### src/rtl/square_judge_seq_if.sv
// Handshake bundle between the square-judge sequencer (master) and the judge block (slave).
interface square_judge_seq_if #(
  parameter int unsigned WIDTH_W = 18
);
  logic               jdg_start;
  logic               jdg_is_square;
  logic [WIDTH_W-1:0] jdg_min_width;
  logic               jdg_dready;

  modport master (
    output jdg_start,
    input  jdg_is_square,
    input  jdg_min_width,
    input  jdg_dready
  );

  modport slave (
    input  jdg_start,
    output jdg_is_square,
    output jdg_min_width,
    output jdg_dready
  );
endinterface

### src/rtl/square_judge_seq.sv
// Runs ROUNDS judge windows per trigger, majority-votes the square decisions and keeps the min valid width.
// Optional SQJ_AUTO_RERUN_EN: back-to-back runs until abort or reset.
module square_judge_seq #(
  parameter int unsigned WIDTH_W = 18,
  parameter int unsigned ROUNDS  = 4,
  parameter int unsigned RND_W   = 4,
  parameter int unsigned VOTE_TH = 3,
  parameter int unsigned GAP_CYC = 16,
  parameter int unsigned TMO_CYC = 8192,
  parameter int unsigned TMO_W   = 16
) (
  input  logic                       clk,
  input  logic                       rst_n,
  input  logic                       trig,
  input  logic                       abort,
  square_judge_seq_if.master         jdg,
  output logic                       busy,
  output logic                       done,
  output logic                       is_square,
  output logic [RND_W-1:0]           vote_cnt,
  output logic [WIDTH_W-1:0]         width_min,
  output logic                       timeout_err
);

  localparam int unsigned GAP_W = (GAP_CYC > 1) ? $clog2(GAP_CYC) : 1;

  typedef enum logic [2:0] {IDLE, START, WAIT, GAP, DONE} state_t;

  state_t             state;
  logic [RND_W-1:0]   acc_vote;
  logic [WIDTH_W-1:0] acc_wmin;
  logic [RND_W-1:0]   rnd;
  logic [GAP_W-1:0]   gap_cnt;
  logic [TMO_W-1:0]   tmo_cnt;

  logic tmo_hit;
  logic last_rnd;
  logic w_valid;

  always_comb begin
    tmo_hit  = (tmo_cnt == TMO_W'(TMO_CYC - 1));
    last_rnd = (rnd == RND_W'(ROUNDS - 1));
    w_valid  = (jdg.jdg_min_width != '1);
  end

  always_ff @(posedge clk or negedge rst_n) begin
    if (!rst_n) begin
      state         <= IDLE;
      jdg.jdg_start <= 1'b0;
      busy          <= 1'b0;
      done          <= 1'b0;
      is_square     <= 1'b0;
      vote_cnt      <= '0;
      width_min     <= '1;
      timeout_err   <= 1'b0;
      acc_vote      <= '0;
      acc_wmin      <= '1;
      rnd           <= '0;
      gap_cnt       <= '0;
      tmo_cnt       <= '0;
    end else begin
      done          <= 1'b0;
      jdg.jdg_start <= 1'b0;
      // abort outranks everything, including a same-cycle judge result
      if (abort && state != IDLE) begin
        state <= IDLE;
        busy  <= 1'b0;
      end else begin
        case (state)
          IDLE: begin
            if (trig && !abort) begin
              state         <= START;
              jdg.jdg_start <= 1'b1;
              busy          <= 1'b1;
              acc_vote      <= '0;
              acc_wmin      <= '1;
              rnd           <= '0;
              timeout_err   <= 1'b0;
            end
          end
          START: begin
            tmo_cnt <= '0;
            state   <= WAIT;
          end
          WAIT: begin
            if (jdg.jdg_dready || tmo_hit) begin
              if (jdg.jdg_dready) begin
                acc_vote <= acc_vote + {{(RND_W-1){1'b0}}, jdg.jdg_is_square};
                if (w_valid && jdg.jdg_min_width < acc_wmin)
                  acc_wmin <= jdg.jdg_min_width;
              end else begin
                timeout_err <= 1'b1;
              end
              rnd <= rnd + RND_W'(1);
              if (last_rnd) begin
                state <= DONE;
              end else if (GAP_CYC == 0) begin
                state         <= START;
                jdg.jdg_start <= 1'b1;
              end else begin
                state   <= GAP;
                gap_cnt <= '0;
              end
            end else begin
              tmo_cnt <= tmo_cnt + TMO_W'(1);
            end
          end
          GAP: begin
            if (gap_cnt == GAP_W'(GAP_CYC - 1)) begin
              state         <= START;
              jdg.jdg_start <= 1'b1;
            end else begin
              gap_cnt <= gap_cnt + GAP_W'(1);
            end
          end
          DONE: begin
            is_square <= (acc_vote >= RND_W'(VOTE_TH));
            vote_cnt  <= acc_vote;
            width_min <= acc_wmin;
            done      <= 1'b1;
`ifdef SQJ_AUTO_RERUN_EN
            acc_vote    <= '0;
            acc_wmin    <= '1;
            rnd         <= '0;
            timeout_err <= 1'b0;
            if (GAP_CYC == 0) begin
              state         <= START;
              jdg.jdg_start <= 1'b1;
            end else begin
              state   <= GAP;
              gap_cnt <= '0;
            end
`else
            state <= IDLE;
            busy  <= 1'b0;
`endif
          end
          default: begin
            state <= IDLE;
            busy  <= 1'b0;
          end
        endcase
      end
    end
  end

endmodule

### src/flat_wrapper.sv
// flat-port wrapper written by rule: the top's interface ports become plain ports
module square_judge_seq_flat 
#(
  parameter int unsigned WIDTH_W = 18,
  parameter int unsigned ROUNDS  = 4,
  parameter int unsigned RND_W   = 4,
  parameter int unsigned VOTE_TH = 3,
  parameter int unsigned GAP_CYC = 16,
  parameter int unsigned TMO_CYC = 8192,
  parameter int unsigned TMO_W   = 16
)
  (clk, rst_n, trig, abort, busy, done, is_square, vote_cnt, width_min, timeout_err, jdg_jdg_start, jdg_jdg_is_square, jdg_jdg_min_width, jdg_jdg_dready);
  square_judge_seq_if #(.WIDTH_W(WIDTH_W)) jdg_i ();
  input  logic clk;
  input  logic rst_n;
  input  logic trig;
  input  logic abort;
  output logic busy;
  output logic done;
  output logic is_square;
  output logic [RND_W-1:0] vote_cnt;
  output logic [WIDTH_W-1:0] width_min;
  output logic timeout_err;
  output wire logic [$bits(jdg_i.jdg_start)-1:0] jdg_jdg_start;
  input wire logic [$bits(jdg_i.jdg_is_square)-1:0] jdg_jdg_is_square;
  input wire logic [$bits(jdg_i.jdg_min_width)-1:0] jdg_jdg_min_width;
  input wire logic [$bits(jdg_i.jdg_dready)-1:0] jdg_jdg_dready;
  assign jdg_jdg_start = jdg_i.jdg_start;
  assign jdg_i.jdg_is_square = jdg_jdg_is_square;
  assign jdg_i.jdg_min_width = jdg_jdg_min_width;
  assign jdg_i.jdg_dready = jdg_jdg_dready;
  square_judge_seq #(.WIDTH_W(WIDTH_W), .ROUNDS(ROUNDS), .RND_W(RND_W), .VOTE_TH(VOTE_TH), .GAP_CYC(GAP_CYC), .TMO_CYC(TMO_CYC), .TMO_W(TMO_W)) u_core (.clk(clk), .rst_n(rst_n), .trig(trig), .abort(abort), .jdg(jdg_i), .busy(busy), .done(done), .is_square(is_square), .vote_cnt(vote_cnt), .width_min(width_min), .timeout_err(timeout_err));
endmodule
### config.mk
export PLATFORM = sky130hd
export DESIGN_NAME = square_judge_seq_flat
export DESIGN_NICKNAME = d
export VERILOG_FILES = /design/src/rtl/square_judge_seq_if.sv /design/src/rtl/square_judge_seq.sv /design/src/flat_wrapper.sv
export SDC_FILE = /design/constraint.sdc
export NUM_CORES = 1
export LEC_CHECK = 0
export CAP_MARGIN = 5
export CORE_UTILIZATION = 55
export CTS_CLUSTER_SIZE = 40
export DETAILED_ROUTE_END_ITERATION = 10
export GPL_TIMING_DRIVEN = 0
export PLACE_DENSITY = 0.79
export SYNTH_ARGS = -nofsm -noshare
export SYNTH_HDL_FRONTEND = slang
export SYNTH_SLANG_ARGS = --single-unit
### constraint.sdc
create_clock -name clk -period 4.65 [get_ports clk]
set_input_delay 1.395 -clock clk [delete_from_list [all_inputs] [get_ports clk]]
set_output_delay 1.395 -clock clk [all_outputs]
set_load 0.01 [all_outputs]
==> results.sh <==
export IMPL_yosys_register_bits=76
export IMPL_drv_cap=0
export IMPL_postCtsSetupBuffers=0
export IMPL_rsz0062_at_grt="no"
export IMPL_drt_first_pass_iters=5
export IMPL_dp_cells=541
export IMPL_cts_sinks=76
export IMPL_pin_count=51
export IMPL_crit_arrival_ps=4010
export IMPL_powerDensity_nw_per_um2=453
export IMPL_fin_skew_ps=13.0
export IMPL_cts_hold_buf=0
export IMPL_regArea_um2=1950
export IMPL_cts_inserted_buffers=9
export IMPL_slowest_stage="a21oi_1"
export IMPL_synthCells=394
export IMPL_worst_setup_hold_path_clk_slew_ps=90
export IMPL_htreeDepth=3
export IMPL_relSlewSlack=0.310
export IMPL_grt_pass1_vias=3112
export IMPL_placementRows=30
export IMPL_place_area_um2=4590
export IMPL_end_kind="flop"
export IMPL_avgSynthCellArea_um2=10.0
export IMPL_place_ws_ps=711
export IMPL_start_kind="input pin"
export IMPL_start_util=0.576
export IMPL_setup_violations=0
export IMPL_grt_usage=0.243
export IMPL_async_reset_ff_frac=1.00
export IMPL_drive_above_1_share=0.180
export IMPL_synth_enable_flop_cells=0
export IMPL_holdWs_ps=491
export IMPL_final_area_um2=4840
export IMPL_static_leakage_power_nw=2.17
export IMPL_tightestPinTransition_ps=1020
export IMPL_multiInputGateArea_um2=1850
export IMPL_ant_nets=0
export IMPL_drc=0
export IMPL_clk_insertion_delay_late_ps=360
export IMPL_antenna_found_initial=0
export IMPL_die_area_um2=7530
export IMPL_gp_congestion=0.902
export IMPL_timing_final_ws_setup_ps=911
export IMPL_synth_top_cell_by_area="dfrtp_1"
export IMPL_clock_tree_root_cell="clkbuf_8"
export IMPL_synth_top_area_frac=0.253
export IMPL_hold_viol=0
export IMPL_yosys_warnings=0
export IMPL_wl_per_cell_um=15.6
export IMPL_die_w_um=86.8
export IMPL_period_share=0.804
export IMPL_dr_first_iter_drc_count=211
export IMPL_num_vias=3295
export IMPL_grt_pass1_wl_um=14100
export IMPL_core_area_um2=6870
export IMPL_tns_ps=0
export IMPL_ys_types=47
export IMPL_grt_max_degree=45
export IMPL_required_ps=4920
export IMPL_nFillCells=530
export IMPL_avgViaCountPerCell=5.92
export IMPL_fmax_mhz=267
export IMPL_final_cells=557
export IMPL_path_class="in -> reg"
export IMPL_clk_path_buf_depth=2
export IMPL_layout_nets=502
export IMPL_syn_nets=440
export IMPL_antenna_cells=0
export IMPL_dieHeight_um=86.8
export IMPL_maxSlewViolCount=0
export IMPL_ys_seq_area_frac=0.492
export IMPL_period_minus_slack_ps=3740
export IMPL_cts_tree="built"
export IMPL_cpPeakStageDelay_ps=680
export IMPL_status="completed"
export IMPL_hold_class="reg -> reg"
export IMPL_io_buffers=50
export IMPL_synth_ff_type="dfrtp_1"
export IMPL_hpwl_um=6190
export IMPL_cp_max_fo=10
export IMPL_routed_wl_um=8670
export IMPL_gr_total_overflow=0
export IMPL_synth_area_leaders="dfrtp_1 25%, dfstp_2 24%, ha_1 7.0%, mux2_2 6.3%, o21ai_0 4.7%"
export IMPL_area_growth_pct=22.3
export IMPL_ir_worst_vdd_uv=306
export IMPL_path_cells="clkdlybuf4s50_1 -> ha_1 -> a21oi_1 -> o21ai_0 -> o311a_1 -> a21oi_1 -> a31oi_1 -> o21ai_0"
export IMPL_ctsResizeCount=0
export IMPL_netlist_area_um2=3950
==> synthesized netlist by cell type, types with 2 or more instances <==
master     n
a31oi_1   21
a211oi_1   2
a21oi_1   12
nor2b_1    3
and3_1     7
or3_1      4
dfstp_2   36
nand4_1   10
mux2_2    22
xor2_1     2
o21ai_0   37
nand3_1   10
a211o_1    2
buf_1      2
dfrtp_1   40
inv_1     25
clkbuf_1  10
a41oi_1    2
and4_1     5
nor3_1     2
and2_1     2
nand2_1   30
ha_1      22
nand2b_1   5
mux2i_1    8
nor2_1    49
o31ai_1    4
==> routing by layer <==
metal	vias up	global-route usage	part of all wire
met5	-	0	0
li1	1544	-	-
met1	1609	0.309	0.43
met4	0	0.112	0.013
met2	126	0.408	0.49
met3	16	0.0400	0.063
==> power breakdown <==
group          total [W]  leakage [nW]  switching [W]  internal [W]
registers       0.000920         0.923      0.0000867      0.000833
clock network   0.000625         0.124       0.000265      0.000360
logic           0.000648          1.12       0.000377      0.000271
==> layout make-up <==
class / instances / share of cell area
sequential: 76 / 0.402
multi-input combinational: 279 / 0.382
timing repair buffer: 51 / 0.107
clock buffer: 9 / 0.0256
clock inverter: 7 / 0.0251
tap: 96 / 0.0248
inverter: 25 / 0.0194
buffer: 14 / 0.0135
==> path summary, 6_finish.rpt <==
check / cells past startpoint / end / slack (ps) / start
worst max-delay path: 8 / u_core.acc_wmin[16] / 910 / jdg_jdg_min_width[11]
worst min-delay path: 1 / u_core.gap_cnt[3] / 490 / u_core.gap_cnt[3]
worst max register to register: 8 / u_core.acc_wmin[16] / 1910 / u_core.acc_wmin[13]
worst min register to register: 1 / u_core.gap_cnt[3] / 490 / u_core.gap_cnt[3]
max in group asynchronous: 2 / u_core.acc_wmin[9] / 3060 / rst_n
min in group asynchronous: 1 / u_core.acc_vote[2] / 970 / rst_n
==> kinds of logic after synthesis <==
kind of cell    Yosys count  synth area share
simple gates            133             0.166
compound gates           91             0.143
flops                    76             0.492
buf+inv                  39            0.0402
mux                      30            0.0829
fa+ha+maj                22            0.0696
xor+xnor                  3           0.00665
==> worst max-delay path, delay by kind of cell <==
family / cells / cell delay (ps)
AOI/OAI and AO/OA: 6 / 1780
adders and majority gates: 1 / 350
buffers and inverters: 1 / 490
==> sequential cells by signal, summed over array words and instances, names as in the netlist <==
signal,flops
u_core.is_square,1
u_core.jdg.jdg_start,1
u_core.width_min,18
u_core.acc_vote,4
u_core.busy,1
u_core.vote_cnt,4
u_core.acc_wmin,18
u_core.done,1
u_core.timeout_err,1
u_core.tmo_cnt,16
u_core.gap_cnt,4
u_core.state,3
u_core.rnd,4
==> per-stage QoR <==
| stage | total power [W] | util |
|---|---|---|
| after global routing | 0.00232 | 0.704 |
| final | 0.00219 | 0.704 |
| after detailed placement | 0.00157 | 0.668 |
| after global placement | 0.00154 | 0.666 |
| after CTS | 0.00220 | 0.704 |
| after floorplan | 0.00134 | - |
==> layout by cell type (no fill, tap or decap), types with 2 or more instances in the layout <==
master           count
clkdlybuf4s50_1     49
xor2_1               2
clkbuf_8             9
nor3_1               2
mux2i_1              8
and2_1               2
and4_1               5
dfstp_2             36
o31ai_1              4
a211o_1              2
and3_1               7
nand3_1             10
nand2b_1             5
or3_1                4
bufinv_16            3
nor2_1              49
mux2_2              22
inv_1               25
inv_6                2
a211oi_1             2
o21ai_0             37
clkbuf_1            10
a31oi_1             21
dfrtp_1             40
nor2b_1              3
nand4_1             10
ha_1                22
nand2_1             30
a21oi_1             12
a41oi_1              2
buf_1                2
No activity file was read; power rests on OpenSTA's default activity.
